### src/rtl/feat_ram_arb_pkg.sv
// Shared definitions for the feature RAM arbiter: the data and address widths,
// the requester indices, and the encoding of the round-robin pointer FSM.
package feat_ram_arb_pkg;

    // Feature RAM geometry. 238 of the 256 words are used.
    localparam int FEAT_DW = 96;
    localparam int FEAT_AW = 8;

    // Bit positions of the two readers in iRD_REQ, oRD_GNT and oRVALID.
    localparam int REQ_BWN = 0;
    localparam int REQ_BNN = 1;

    // One-hot requester tag. It is carried through the latency pipe so that
    // returning data can be steered to the reader that asked for it.
    typedef logic [1:0] reqTag_t;

    // Round-robin pointer: which reader wins when both request together.
    typedef enum logic {
        PRI_BWN = 1'b0,
        PRI_BNN = 1'b1
    } ptrState_t;

    // One-hot grant given to the prioritised reader in a given pointer state.
    function automatic reqTag_t priMask(input ptrState_t s);
        reqTag_t m;
        m = '0;
        if (s == PRI_BNN) begin
            m[REQ_BNN] = 1'b1;
        end else begin
            m[REQ_BWN] = 1'b1;
        end
        return m;
    endfunction

endpackage

### src/rtl/feat_ram_arb_rd_lat_pipe.sv
// Read-latency pipe: an RD_LAT-deep shift register carrying the grant tag
// alongside the RAM access, plus the output register that captures the RAM
// read data when the tag reaches the end of the pipe. The captured data is
// held while no read is returning.
module rd_lat_pipe
    import feat_ram_arb_pkg::*;
#(
    parameter int RD_LAT = 1,
    parameter int DW     = FEAT_DW
) (
    input  logic          iCLK,
    input  logic          iRST,
    input  logic [1:0]    iTag,
    input  logic [DW-1:0] iRdata,
    output logic [1:0]    oValid,
    output logic [DW-1:0] oData
);

    reqTag_t tagPipe [RD_LAT];
    reqTag_t tagOut;

    assign tagOut = tagPipe[RD_LAT-1];

    // Tag shift register; reset drops every in-flight read.
    always_ff @(posedge iCLK or posedge iRST) begin
        if (iRST) begin
            for (int i = 0; i < RD_LAT; i++) begin
                tagPipe[i] <= '0;
            end
        end else begin
            tagPipe[0] <= iTag;
            for (int i = 1; i < RD_LAT; i++) begin
                tagPipe[i] <= tagPipe[i-1];
            end
        end
    end

    // Output register: valid follows the tag, data only loads on a real return.
    always_ff @(posedge iCLK or posedge iRST) begin
        if (iRST) begin
            oValid <= '0;
            oData  <= '0;
        end else begin
            oValid <= tagOut;
            if (tagOut != '0) begin
                oData <= iRdata;
            end
        end
    end

endmodule

### src/rtl/feat_ram_arb.sv
// Feature RAM arbiter. The single-port 96-bit feature RAM is shared between
// the write controller (which never stalls and so always wins) and two read
// engines (BWN conv, BNN conv/FC) that share the remaining cycles round-robin
// with bounded bursts.
//
// Read handshake: a reader raises its iRD_REQ bit and holds it, together with
// its address, until it sees its oRD_GNT bit in the same cycle; the grant is
// the acceptance. Exactly RD_LAT+1 cycles after the grant the matching
// oRVALID bit pulses for one cycle with the word on oRDATA. Returns come back
// in grant order, one per cycle for back-to-back grants.
module feat_ram_arb
    import feat_ram_arb_pkg::*;
#(
    parameter int DW        = FEAT_DW,
    parameter int AW        = FEAT_AW,
    parameter int RD_LAT    = 1,
    parameter int BURST_MAX = 16
) (
    input  logic          iCLK,
    input  logic          iRST,
    input  logic          iEN_WC,
    input  logic [AW-1:0] iWADDR,
    input  logic [DW-1:0] iWDATA,
    input  logic [1:0]    iRD_REQ,
    input  logic [AW-1:0] iRADDR_BWN,
    input  logic [AW-1:0] iRADDR_BNN,
    output logic [1:0]    oRD_GNT,
    output logic [1:0]    oRVALID,
    output logic [DW-1:0] oRDATA,
    output logic          oRAM_EN,
    output logic          oRAM_WE,
    output logic [AW-1:0] oRAM_ADDR,
    output logic [DW-1:0] oRAM_WDATA,
    input  logic [DW-1:0] iRAM_RDATA,
    output logic          oCOLLIDE
);

    // Burst counter counts contested grants 0..BURST_MAX-1.
    localparam int            CW         = (BURST_MAX > 1) ? $clog2(BURST_MAX) : 1;
    localparam logic [CW-1:0] BURST_LAST = CW'(BURST_MAX - 1);

    ptrState_t     state;
    ptrState_t     stateNext;
    logic [CW-1:0] burstCnt;
    logic [CW-1:0] burstCntNext;
    reqTag_t       rdGnt;
    logic          rdBlocked;
    logic [7:0]    starveCnt;
    logic          collide;

    // Write data is always presented; the RAM only uses it when WE is high.
    assign oRAM_WDATA = iWDATA;
    assign oRD_GNT    = rdGnt;
    assign oCOLLIDE   = collide;

    // A read request is being held off by a write this cycle.
    assign rdBlocked = iEN_WC && (iRD_REQ != 2'b00);

    // Port arbitration: write first, then the pointer decides contested reads.
    always_comb begin
        rdGnt     = '0;
        oRAM_EN   = 1'b0;
        oRAM_WE   = 1'b0;
        oRAM_ADDR = iWADDR;
        if (iEN_WC) begin
            oRAM_EN   = 1'b1;
            oRAM_WE   = 1'b1;
            oRAM_ADDR = iWADDR;
        end else if (iRD_REQ != 2'b00) begin
            oRAM_EN = 1'b1;
            if (iRD_REQ == 2'b11) begin
                rdGnt = priMask(state);
            end else begin
                rdGnt = iRD_REQ;
            end
            oRAM_ADDR = rdGnt[REQ_BNN] ? iRADDR_BNN : iRADDR_BWN;
        end
    end

    // Pointer next state: bursts only count while both readers compete; a
    // lone grant to the other reader restarts the burst without moving the
    // pointer; cycles with no read grant change nothing.
    always_comb begin
        stateNext    = state;
        burstCntNext = burstCnt;
        if (rdGnt != '0) begin
            if (iRD_REQ == 2'b11) begin
                if (burstCnt == BURST_LAST) begin
                    stateNext    = (state == PRI_BWN) ? PRI_BNN : PRI_BWN;
                    burstCntNext = '0;
                end else begin
                    burstCntNext = burstCnt + 1'b1;
                end
            end else if (rdGnt != priMask(state)) begin
                burstCntNext = '0;
            end
        end
    end

    // Pointer and burst counter registers.
    always_ff @(posedge iCLK or posedge iRST) begin
        if (iRST) begin
            state    <= PRI_BWN;
            burstCnt <= '0;
        end else begin
            state    <= stateNext;
            burstCnt <= burstCntNext;
        end
    end

    // Starvation monitor: the 256th consecutive blocked cycle raises a sticky
    // flag. The count saturates so the flag condition stays stable.
    always_ff @(posedge iCLK or posedge iRST) begin
        if (iRST) begin
            starveCnt <= '0;
            collide   <= 1'b0;
        end else if (rdBlocked) begin
            if (starveCnt == 8'hFF) begin
                collide <= 1'b1;
            end else begin
                starveCnt <= starveCnt + 8'd1;
            end
        end else begin
            starveCnt <= '0;
        end
    end

    rd_lat_pipe #(
        .RD_LAT (RD_LAT),
        .DW     (DW)
    ) uRdLatPipe (
        .iCLK   (iCLK),
        .iRST   (iRST),
        .iTag   (rdGnt),
        .iRdata (iRAM_RDATA),
        .oValid (oRVALID),
        .oData  (oRDATA)
    );

endmodule

### config.mk
export PLATFORM = sky130hd
export DESIGN_NAME = feat_ram_arb
export DESIGN_NICKNAME = d
export VERILOG_FILES = /design/src/rtl/feat_ram_arb_pkg.sv /design/src/rtl/feat_ram_arb_rd_lat_pipe.sv /design/src/rtl/feat_ram_arb.sv
export SDC_FILE = /design/constraint.sdc
export NUM_CORES = 1
export LEC_CHECK = 0
export BUFFER_PORTS_ARGS = -buffer_cell sky130_fd_sc_hd__buf_2
export CAP_MARGIN = 10
export CORE_AREA = 2 2 165 167
export DETAILED_ROUTE_END_ITERATION = 8
export DIE_AREA = 0 0 167 169
export GPL_ROUTABILITY_DRIVEN = 0
export PLACE_DENSITY = 0.57
export SKIP_CTS_REPAIR_TIMING = 1
export SLEW_MARGIN = 10
export SYNTH_ARGS = -nofsm -noshare
export SYNTH_HDL_FRONTEND = slang
export SYNTH_HIERARCHICAL = 1
export SYNTH_SLANG_ARGS = --single-unit
### constraint.sdc
create_clock -name iCLK -period 3.7 [get_ports iCLK]
set_clock_uncertainty 0.2 [all_clocks]
set_input_delay 0.555 -clock iCLK [delete_from_list [all_inputs] [get_ports iCLK]]
set_output_delay 0.555 -clock iCLK [all_outputs]
set_load 0.005 [all_outputs]
Word-level counts from Yosys, hierarchy flattened
Cells that the tools add are included.
Word-level totals
  bits of input ports: 221
  word-level logic and storage cells: 44
  register bits: 114
Cells by class
  add/subtract/negate cells: 2
  multiplexer cells: 22
  eq/ne operators: 5
  reductions and logical operators: 8
Operator list (count)
  $mux W8: 5
  $mux W4: 3
  $mux W2: 5
  $mux W1: 9
  $add A8 B1 Y8 const B: 1
  $eq A8 B8 Y1 const B: 1
  $reduce_bool A2 Y1: 4
  $add A4 B1 Y4 const B: 1
  $eq A4 B4 Y1 const B: 1
  $reduce_and A2 Y1: 2
  $reduce_and A3 Y1: 1
  $eq A2 B2 Y1 const B: 1
  $ne A2 B2 Y1: 1
  $ne A2 B2 Y1 const B: 1
  $logic_and A1 B1 Y1: 1

Logic depth before layout (Yosys ltp)
Gate-level depths: netlist (run 1).
  depth in word-level cells: 11
  gate-level depth with buffers: 5

By module
The synthesis (run 1) kept the hierarchy.
Modules (own cells, without submodules)
  rd_lat_pipe: times used 1, seq. area each 2502.4 um^2, cells an instance 208, area each 3829.9 um^2
  feat_ram_arb: times used 1, seq. area each 350.3 um^2, cells an instance 208, area each 1647.8 um^2

Worst setup path before layout (run 1)
OpenSTA, ideal clock, no wires.
  path kind: input port to output port
  start: input port iRD_REQ[1]
  end: output port oRAM_ADDR[0]
  buffers on the path: 1
  arrival time: 1.151 ns
  cell stages on the path: 4
  setup slack: 1.794 ns
  path through: o21bai_2 buf_2 nand2_1 o21ai_1
Between the ends
  longest elaborated chain between the ends: 7
  elaborated cells between the ends (all ways): 8
  classes of those cells: eq/ne (1); mux (6); reduce/logical (1)
Ends and longest elaborated chain
  start, declared: RTL line feat_ram_arb.sv:24  | input logic [1:0] iRD_REQ,
  $eq A2 B2 Y1: RTL line feat_ram_arb.sv:71  | if (iRD_REQ == 2'b11) begin
  $mux W2: RTL line feat_ram_arb.sv:71
  $mux W2: RTL line feat_ram_arb.sv:69  | end else if (iRD_REQ != 2'b00) begin
  $mux W2: RTL line feat_ram_arb.sv:65  | if (iEN_WC) begin
  $mux W8: RTL line feat_ram_arb.sv:76  | oRAM_ADDR = rdGnt[REQ_BNN] ? iRADDR_BNN : iRADDR_BWN;
  $mux W8 *: RTL line feat_ram_arb.sv:69
  $mux W8 *: RTL line feat_ram_arb.sv:65
  end, declared: RTL line feat_ram_arb.sv:32  | output logic [AW-1:0] oRAM_ADDR,
Mark *: on every way between the ends. The rest lies on a longest branch, timed or not. The select of a mux whose other input is x is not followed.

Final worst setup path (run 1)
  start: register state
  end: output port oRAM_ADDR[3]
Between the ends
  longest elaborated chain between the ends: 7
Ends and longest elaborated chain
  start, declared: RTL line feat_ram_arb.sv:42  | ptrState_t state;
  start signal, assigned: RTL line feat_ram_arb.sv:106  | state <= stateNext;
  $mux W1: RTL line feat_ram_arb_pkg.sv:27  | if (s == PRI_BNN) begin
  $mux W2: RTL line feat_ram_arb.sv:71
  $mux W2: RTL line feat_ram_arb.sv:69
  $mux W2: RTL line feat_ram_arb.sv:65
  $mux W8: RTL line feat_ram_arb.sv:76
  $mux W8: RTL line feat_ram_arb.sv:69
  $mux W8: RTL line feat_ram_arb.sv:65
No other way between the ends. The select of a mux whose other input is x is not followed.

==> results by group, run 1 <==
Status
  • Outcome: completed

Synth
  • Top cells by count, synth: dfrtp_1 (114), buf_4 (97), mux2_2 (56)
  • Avg Inst Size Synth: 13.2 um^2
  • Mapped Nets: 639
  • Asr flop ratio synth: 100%
  • Yosys cell types: 32
  • Mapped Cells: 416
  • Post-synth top flop: dfrtp_1
  • Sequential fraction of the synthesis area: 52.1%
  • Post-synth EDFFs: 0
  • Cell accounting for the most synthesized area: dfrtp_1
  • Top-area cell type share of the netlist area: 52.1%
  • Yosys synthesis warning count: 6
  • Post-Syn Area: 5480 um^2
  • Most common cell in the synthesized netlist: dfrtp_1
  • Seq cells post-synth: 114
  • Synth top area cells: dfrtp_1 (52%), buf_4 (13%), mux2_2 (12%)

Clock network
  • Root buffer cell: clkbuf_16
  • Clock buffer depth: 2
  • Total number of H-tree levels: 4
  • Clk slew on worst S/H paths: 0.06 ns
  • CTS Buf Count: 17
  • CTS tree: yes
  • Clk Latency, worst-skew pair: 0.40 ns
  • Clock sink count: 114

Global routing
  • Initial antenna violation count: 0
  • GRT Overall Usage: 11.7%
  • Pin count of the biggest net entering global routing: 77
  • First-pass GRT wire length: 24.2 mm
  • Vias in the first global route: 3659
  • Grt total ovfl: 0

Worst hold path
  • Hold/Removal Path Class: input port to register

Power
  • Pwr dens: 558 nW/um^2
  • P_int: 0.00289 W
  • Clock network power share: 43.4%
  • Reg power frac: 39.6%
  • Sw frac: 25.4%
  • Max rail drop VDD: 0.256 mV
  • Leak: 3.41 nW
  • Comb pwr share: 17.0%
  • P_sw: 0.000983 W

STA
  • Final worst slack: 1.05 ns
  • Fin. max-slew vios: 0
  • Worst-Margin Slew: 0.714 ns
  • RSZ-0062 raised after global routing: no
  • Fin crit share: 71.6%
  • Highest clock rate: 0.377 GHz
  • Rel. slew slack: 52.1%
  • Finish-stage setup viols: 0
  • Setup_tns: 0 ns
  • Final Hold Viols: 0
  • Crit path time final: 2.65 ns

Die
  • Num rows: 60
  • Horiz. Die Dim: 167 um
  • Starting Density: 20.7%
  • Ports: 428
  • Die Y: 169 um
  • CORE AREA: 26500 um^2
  • Die ar.: 28200 um^2

Setup path
  • Worst endpoint required time: 2.94 ns
  • CP max stage delay: 0.50 ns
  • CP Max Fanout: 9
  • Critical path's slowest cell: o21ai_2
  • Critical path type: register to primary output
  • Ordered list of cells on the worst path: o21ai_2 -> mux2i_1 -> o21ai_1 -> buf_2
  • CP Launch Type: register
  • WP data arrival: 1.89 ns
  • Crit-path leading delay family: compound AO/OA/AOI/OAI gates
  • CP Capture Type: primary output
  • Worst Path Buf+Inv: 1

Cells and area
  • Seq. cell area: 2850 um^2
  • ANT cells: 0
  • Fillers: 2771
  • Number of nets in the layout: 788
  • Layout cells sized above 1: 65.2%
  • Multi-input logic area: 1770 um^2
  • Area growth syn-to-layout: 26.7%

Placed design
  • Hpwl dp: 13.8 mm
  • Input/output buffers: 235
  • Pre-CTS WS: 1.06 ns

Detailed routing
  • Via count: 3581
  • Detailed Route WL: 17.0 mm
  • Vias per cell: 3.90
  • Antenna Nets Post-Route: 0
  • Wire per inst: 18.5 um
  • DRT iter0 DRCs: 159
  • DRC: 0
  • First-pass DRT Iterations: 4

Flow run
  • Max capacitance violation total: 0
==> sequential cells by signal, indices dropped and copies added (netlist names) <==
signal,cells
uRdLatPipe/oData,96
state,1
starveCnt,8
burstCnt,4
uRdLatPipe/tagOut,2
uRdLatPipe/oValid,2
oCOLLIDE,1
==> layout make-up <==
type | instances | area share, %
Sequential cell | 114 | 41.1
Multi-Input combinational cell | 185 | 25.5
Timing Repair Buffer | 240 | 18.1
Tap cell | 341 | 6.15
Clock buffer | 17 | 6.13
Clock inverter | 14 | 2.61
Inverter | 7 | 0.415
==> placed cells by master (no fill, tap or decap) <==
cell type,n
a211oi_1,2
a21oi_1,3
a22oi_1,1
a31oi_1,2
and2_1,1
and3_1,1
buf_12,3
buf_2,235
buf_4,1
bufinv_16,3
clkbuf_16,17
clkinv_4,4
clkinvlp_4,4
dfrtp_1,114
dlygate4sd3_1,1
ha_1,2
inv_1,5
inv_2,1
inv_4,1
inv_6,3
mux2_2,56
mux2_4,40
mux2i_1,10
nand2_1,14
nand3_1,4
nand4_1,2
nor2_1,11
nor2_2,1
nor2_4,1
nor3_1,9
nor3b_1,1
o21ai_0,9
o21ai_1,6
o21ai_2,4
o21bai_2,1
o31ai_1,1
or3_2,1
xor2_1,2
==> stage by stage <==
step | instances | total power [W] | area [um^2] | hold WS, ns | utilization, %
finish | 918 | 0.00387 | 6940 | 0.177 | 26.2
global route | 918 | 0.00410 | 6940 | 0.151 | 26.2
CTS | 917 | 0.00396 | 6930 | -0.0806 | 26.1
detailed placement | 886 | 0.00222 | 6320 | 0.215 | 23.9
global placement | 886 | 0.00221 | 6320 | 0.216 | 23.9
floorplan | 416 | 0.00198 | 5480 | 0.210 | -
==> layer usage <==
metal	wire length (um)	vias up	GRT usage [%]
met5	0	-	0
met4	261	0	4.16
met3	2370	21	7.11
met2	9310	290	22.2
met1	5040	1647	9.92
li1	-	1623	-
==> final timing paths <==
path	slack, ns	cells after the start	endpoint	from
worst max register to register	1.69	3	uRdLatPipe/oData[42]$_DFFE_PP0P_	uRdLatPipe/tagOut[1]$_DFF_PP0_
worst min-delay path	0.18	2	uRdLatPipe/oData[9]$_DFFE_PP0P_	iRAM_RDATA[9]
worst min register to register	0.23	0	uRdLatPipe/oValid[1]$_DFF_PP0_	uRdLatPipe/tagOut[1]$_DFF_PP0_
min in group asynchronous	0.48	3	uRdLatPipe/oData[64]$_DFFE_PP0P_	iRST
worst max-delay path	1.05	4	oRAM_ADDR[3]	state$_DFFE_PP0P_
max in group asynchronous	2.09	4	uRdLatPipe/oValid[0]$_DFF_PP0_	iRST
==> cells by family (layout without fill, tap and decap cells) <==
group,after synthesis,after routing,synth area share (%)
and+or+nand+nor,46,46,3.95
DFF,114,114,52.1
adders and majority gates,2,2,0.457
AOI/OAI and AO/OA,29,29,3.27
xor gates and xnor gates,2,2,0.320
muxes,106,106,24.3
buffers and inverters,117,278,15.6
==> power groups by stage <==
stage | logic, W | registers [W] | clock network (W)
6_report | 0.000658 | 0.00153 | 0.00168
5_1_grt | 0.000717 | 0.00156 | 0.00182
3_5_place_dp | 0.000668 | 0.00156 | 0
2_1_floorplan | 0.000411 | 0.00156 | 0
3_3_place_gp | 0.000665 | 0.00155 | 0
4_1_cts | 0.000671 | 0.00154 | 0.00175
(Power assumes the default switching activity.)
==> run 2: changes to the inputs <==
Settings changed: ABC_AREA set to 1, CORE_AREA 2 2 165 167 to 2 2 167 169, DIE_AREA 0 0 167 169 to 0 0 169 171.
Clock period 3.7 ns to 2.45 ns, I/O delays scaled along.
==> results by group, run 2 <==
Power
  • Leak: 4.11 nW (+21%)
  • Max rail drop VDD: 0.440 mV (+72%)
  • Pwr dens: 783 nW/um^2 (+40%)

Synth
  • Mapped Cells: 691 (+66%)
  • Seq cells post-synth: 114 (unchanged)
  • Sequential fraction of the synthesis area: 50.2% (-1.9 points)
  • Top-area cell type share of the netlist area: 50.2% (-1.9 points)
  • Top cells by count, synth: nand2_1 (261), dfrtp_1 (114), buf_4 (97)
  • Post-synth EDFFs: 0 (unchanged)
  • Mapped Nets: 914 (+43%)
  • Asr flop ratio synth: 100% (unchanged)
  • Cell accounting for the most synthesized area: dfrtp_1
  • Post-Syn Area: 5690 um^2 (+3.8%)
  • Yosys synthesis warning count: 6 (unchanged)
  • Avg Inst Size Synth: 8.23 um^2 (-38%)
  • Synth top area cells: dfrtp_1 (50%), nand2_1 (17%), buf_4 (13%)
  • Yosys cell types: 23 (-28%)
  • Most common cell in the synthesized netlist: nand2_1
  • Post-synth top flop: dfrtp_1

STA
  • Worst hold margin: -0.0103 ns (-0.187 ns)
  • Rel. slew slack: 52.2% (+0.12 points)
  • Crit path time final: 2.17 ns
  • Fin. max-slew vios: 0 (unchanged)
  • Finish-stage setup viols: 0 (unchanged)
  • Worst-Margin Slew: 0.717 ns (+0.00251 ns)
  • Setup_tns: 0 ns (unchanged)
  • Highest clock rate: 0.461 GHz
  • Final Hold Viols: 11 (+11)
  • Fin crit share: 88.5%
  • RSZ-0062 raised after global routing: no

Cells and area
  • Most common cell after layout, fill and taps aside: nand2_1
  • Number of nets in the layout: 1085 (+38%)
  • ANT cells: 0 (unchanged)
  • Fillers: 2908 (+4.9%)
  • Largest regs: uRdLatPipe/oData x96, starveCnt x8, burstCnt x4
  • Layout cells sized above 1: 32.8% (-32 points)
  • Register with the most flip-flops: uRdLatPipe/oData
  • Most frequent cells in the layout: nand2_1 (261), buf_2 (235), dfrtp_1 (112), o21ai_0 (90), dlygate4sd3_1 (38)
  • Area growth syn-to-layout: 32.2%
  • Largest register FFs: 96 (unchanged)

Setup path
  • Worst endpoint required time: 1.88 ns (-1.06 ns)
  • Ordered list of cells on the worst path: o21ai_2 -> nand2_1 -> nand3_1 -> nand2_1 -> buf_2
  • CP most frequent cell: nand2_1
  • Critical path's slowest cell: dfrtp_1
  • WP data arrival: 1.60 ns (-0.29 ns)
  • CP Max Fanout: 9 (unchanged)
  • CP Capture Type: primary output
  • Critical path type: register to primary output
  • Crit-path leading delay family: flip-flops
  • CP max stage delay: 0.44 ns (-0.06 ns)
  • Worst Path Buf+Inv: 1 (unchanged)
  • CP Launch Type: register

Clock network
  • CTS Buf Count: 17 (unchanged)
  • Root buffer cell: clkbuf_16
  • Clock buffer depth: 2 (unchanged)
  • Clk Latency, worst-skew pair: 0.40 ns (about the same)
  • Total number of H-tree levels: 4 (unchanged)
  • Clk slew on worst S/H paths: 0.06 ns (about the same)
  • Clock sink count: 114 (unchanged)
  • CTS tree: yes

Global routing
  • GRT Overall Usage: 11.8% (+0.070 points)
  • First-pass GRT wire length: 26.2 mm (+8.2%)
  • Grt total ovfl: 0 (unchanged)
  • Initial antenna violation count: 1 (+1)
  • Vias in the first global route: 4656 (+27%)
  • Pin count of the biggest net entering global routing: 101 (+31%)

Detailed routing
  • Met3 routed WL: 1.52 mm (-36%)
  • DR WL met2: 8.50 mm (-8.7%)
  • Antenna Nets Post-Route: 0 (unchanged)
  • Vias per cell: 4.06 (+4.1%)
  • Wire length on met1: 7.05 mm (+40%)
  • DRC: 0 (unchanged)
  • DRT iter0 DRCs: 270 (+70%)
  • Uppermost routed layer: met5
  • Detailed Route WL: 17.6 mm (+3.5%)
  • First-pass DRT Iterations: 6 (+2)
  • Via count: 4960 (+39%)
  • Wire per inst: 14.4 um (-22%)

Die
  • CORE AREA: 27300 um^2 (+3.1%)
  • Horiz. Die Dim: 169 um (+1.2%)
  • Die ar.: 28900 um^2 (+2.4%)
  • Starting Density: 20.8% (+0.14 points)
  • Ports: 428 (unchanged)
  • Num rows: 61 (+1.7%)
  • Die Y: 171 um (+1.2%)

Flow run
  • Max capacitance violation total: 0 (unchanged)

Status
  • Outcome: complete, but fails checks
  • Failing checks: negative hold slack

Placed design
  • Input/output buffers: 235 (unchanged)
  • Hpwl dp: 12.3 mm (-11%)

Worst hold path
  • Hold/Removal Path Class: input port to register
## run 2: changes by cell type in the layout (fill, tap and decap cells not counted), sizes merged, moves of 3 or more
cell	before	now
mux2	96	0
o21ai	19	100
inv	10	38
nor2	13	18
nor3	9	0
mux2i	10	0
dlygate4sd3	1	38
buf	239	242
nand2	14	261
nand3	4	24
## run 2: final timing paths
kind	from	endpoint	slack [ns]	depth (start not counted)
worst max register to register	uRdLatPipe/tagOut[1]$_DFF_PP0_	uRdLatPipe/oData[20]$_DFFE_PP0P_	0.71	4
max in group asynchronous	iRST	uRdLatPipe/oData[22]$_DFFE_PP0P_	1.08	4
worst min register to register	uRdLatPipe/oData[9]$_DFFE_PP0P_	uRdLatPipe/oData[9]$_DFFE_PP0P_	0.27	2
worst max-delay path	state$_DFFE_PP0P_	oRAM_ADDR[3]	0.28	5
worst min-delay path	iRAM_RDATA[7]	uRdLatPipe/oData[7]$_DFFE_PP0P_	-0.01	3
min in group asynchronous	iRST	starveCnt[0]$_DFFE_PP0N_	0.39	3
## run 2: layout make-up
type	instances	area (um^2)	share of cell area (%)
Clock buffer	18	429	5.71
Clock inverter	14	205	2.73
Timing Repair Buffer	280	1660	22.1
Inverter	37	143	1.90
Multi-Input combinational cell	412	1790	23.8
Tap cell	346	433	5.76
Sequential cell	114	2860	38.0
## run 2: routing by layer
layer	GRT usage, %	vias to the layer above
li1	-	2409
met1	13.0	2268
met2	19.9	242
met3	4.79	39
met4	5.43	2
met5	0	-
## run 2: worst reg2reg max path: stages, from the launching register on
cell and delay [ns]:
dfrtp_2 0.66, nor2_4 0.27, buf_4 0.36, nand2_1 0.10, nand2_1 0.09
## run 2: power breakdown
group          leakage (nW)  switching (W)  internal [W]
registers              1.41       0.000149       0.00214
logic                  2.40       0.000478      0.000432
clock network         0.301       0.000972       0.00172
total                  4.11        0.00160       0.00429
## run 2: cells by family (layout without fill, tap and decap cells)
logic type	count (synthesis)	after routing	synth area share, %
buf+inv	165	349	18.3
xor+xnor	2	2	0.308
simple gates	305	305	21.5
flops	114	114	50.2
compound gates	103	103	9.29
fa+ha+maj	2	2	0.440
## run 2: through the flow
| stage | util, % | total power (W) | cells | instance area, um^2 | setup WS [ns] |
|---|---|---|---|---|---|
| finish | 27.5 | 0.00588 | 1221 | 7510 | 0.281 |
| global route | 27.5 | 0.00625 | 1221 | 7510 | 0.150 |
| CTS | 26.1 | 0.00597 | 1183 | 7130 | 0.258 |
| detailed placement | 23.8 | 0.00319 | 1151 | 6500 | 0.538 |
| global placement | 23.8 | 0.00318 | 1151 | 6500 | 0.597 |
| floorplan | - | 0.00283 | 691 | 5690 | 0.693 |
==> run 3: changes to the inputs <==
Settings changed: CORE_AREA 2 2 167 169 to 2 2 166 168, DIE_AREA 0 0 169 171 to 0 0 168 170.
Clock period 2.45 ns to 2.7 ns, I/O delays scaled along.
==> results by group, run 3 (synthesized netlist as in run 2, its figures left out) <==
Cells and area
  • Most common cell after layout, fill and taps aside: nand2_1
  • Area growth syn-to-layout: 26.0%
  • Fillers: 2880 (-0.96%)
  • Layout cells sized above 1: 34.4% (+1.6 points)
  • Number of nets in the layout: 1051 (-3.1%)
  • Most frequent cells in the layout: nand2_1 (261), buf_2 (235), dfrtp_1 (112), o21ai_0 (90), inv_1 (34)
  • ANT cells: 0 (unchanged)
  • Register with the most flip-flops: uRdLatPipe/oData
  • Largest register FFs: 96 (unchanged)
  • Finished Core Util: 26.9% (-0.63 points)
  • Largest regs: uRdLatPipe/oData x96, starveCnt x8, burstCnt x4

STA
  • Setup_tns: 0 ns (unchanged)
  • Fin crit share: 81.1%
  • Fin. max-slew vios: 0 (unchanged)
  • Final Hold Viols: 0 (-11)
  • Finish-stage setup viols: 0 (unchanged)
  • RSZ-0062 raised after global routing: no
  • Crit path time final: 2.19 ns
  • Final worst slack: 0.512 ns (+0.230 ns)
  • Rel. slew slack: 58.5% (+6.3 points)
  • Highest clock rate: 0.457 GHz
  • Worst-Margin Slew: 0.622 ns (-0.0946 ns)

Clock network
  • CTS Buf Count: 17 (unchanged)
  • Clk Latency, worst-skew pair: 0.41 ns (about the same)
  • Root buffer cell: clkbuf_16
  • Clock sink count: 114 (unchanged)
  • CTS tree: yes
  • Clk slew on worst S/H paths: 0.06 ns (about the same)
  • Total number of H-tree levels: 4 (unchanged)
  • Clock buffer depth: 2 (unchanged)

Setup path
  • CP Launch Type: register
  • WP data arrival: 1.58 ns (-0.02 ns)
  • Worst endpoint required time: 2.10 ns (+0.22 ns)
  • Critical path type: register to primary output
  • CP Max Fanout: 6 (-3)
  • CP Capture Type: primary output

Detailed routing
  • First-pass DRT Iterations: 4 (-2)
  • Wire per inst: 15.0 um (+4.4%)
  • Detailed Route WL: 17.8 mm (+1.1%)
  • Antenna Nets Post-Route: 0 (unchanged)
  • Via count: 4838 (-2.5%)
  • Vias per cell: 4.09 (+0.76%)
  • DRT iter0 DRCs: 297 (+10%)
  • DRC: 0 (unchanged)

Global routing
  • First-pass GRT wire length: 26.9 mm (+2.9%)
  • Initial antenna violation count: 5 (+4)
  • Pin count of the biggest net entering global routing: 68 (-33%)
  • GRT Overall Usage: 12.4% (+0.63 points)
  • Grt total ovfl: 0 (unchanged)
  • Vias in the first global route: 4671 (+0.32%)

Flow run
  • Max capacitance violation total: 0 (unchanged)

Die
  • Horiz. Die Dim: 168 um (-0.59%)
  • Die ar.: 28600 um^2 (-1.2%)
  • Die Y: 170 um (-0.58%)
  • Ports: 428 (unchanged)
  • Num rows: 60 (-1.6%)
  • CORE AREA: 26700 um^2 (-2.5%)
  • Starting Density: 21.3% (+0.53 points)

Power
  • Pwr dens: 741 nW/um^2 (-5.4%)
  • Max rail drop VDD: 0.283 mV (-36%)
  • Leak: 3.97 nW (-3.5%)

Status
  • Outcome: completed

Placed design
  • Hpwl dp: 13.2 mm (+7.6%)
  • Pre-CTS WS: 0.716 ns (+0.178 ns)
  • Input/output buffers: 235 (unchanged)

Worst hold path
  • Hold/Removal Path Class: input port to register
run 3: changes by cell type in the layout (fill, tap and decap cells not counted):
cell           before  now
dlygate4sd3_1      38    2
clkinvlp_4          3    4
buf_4               3    5
inv_6               2    4
clkinv_4            6    3
run 3: final timing paths:
kind | startpoint | end | slack (ns) | cells after the start
worst max register to register | uRdLatPipe/tagOut[1]$_DFF_PP0_ | uRdLatPipe/oData[9]$_DFFE_PP0P_ | 1.02 | 4
worst max-delay path | state$_DFFE_PP0P_ | oRD_GNT[0] | 0.51 | 2
max in group asynchronous | iRST | uRdLatPipe/oData[43]$_DFFE_PP0P_ | 1.22 | 4
worst min-delay path | iRAM_RDATA[78] | uRdLatPipe/oData[78]$_DFFE_PP0P_ | 0.002 | 3
worst min register to register | oCOLLIDE$_DFFE_PP0P_ | oCOLLIDE$_DFFE_PP0P_ | 0.27 | 2
min in group asynchronous | iRST | uRdLatPipe/tagOut[1]$_DFF_PP0_ | 0.46 | 3
run 3: power breakdown:
group          total, W  internal (W)  switching [W]
Clock           0.00245       0.00156       0.000885
Combinational  0.000794      0.000361       0.000433
Sequential      0.00206       0.00194       0.000127
Total           0.00531       0.00386        0.00145
run 3: routing by layer:
| metal | up-vias | GRT usage [%] | part of all wire, % |
|---|---|---|---|
| met4 | 4 | 4.84 | 2.1 |
| met3 | 37 | 5.16 | 9.7 |
| met2 | 246 | 21.2 | 48 |
| li1 | 2351 | - | - |
| met5 | - | 0 | 0.13 |
| met1 | 2200 | 13.8 | 40 |
run 3: through the flow:
stage | hold WS (ns) | instances | power (W) | cell area (um^2)
2_1_floorplan | 0.0942 | 691 | 0.00257 | 5690
3_3_place_gp | 0.246 | 1148 | 0.00290 | 6510
3_5_place_dp | 0.246 | 1148 | 0.00291 | 6510
4_1_cts | -0.0846 | 1180 | 0.00541 | 7140
5_1_grt | 0.00169 | 1182 | 0.00563 | 7160
6_report | 0.00181 | 1182 | 0.00531 | 7160
run 3: layout make-up:
type                            instances  area [um^2]  share of cell area (%)
Clock inverter                         14          204                    2.85
Multi-Input combinational cell        412         1790                    25.0
Timing Repair Buffer                  246         1310                    18.3
Inverter                               37          143                    1.99
Tap cell                              341          427                    5.96
Clock buffer                           18          429                    5.99
Sequential cell                       114         2860                    39.9
run 3: worst max-delay path, stage by stage (launching register included):
cell	delay, ns
dfrtp_1	0.44
a211oi_1	0.52
buf_2	0.21
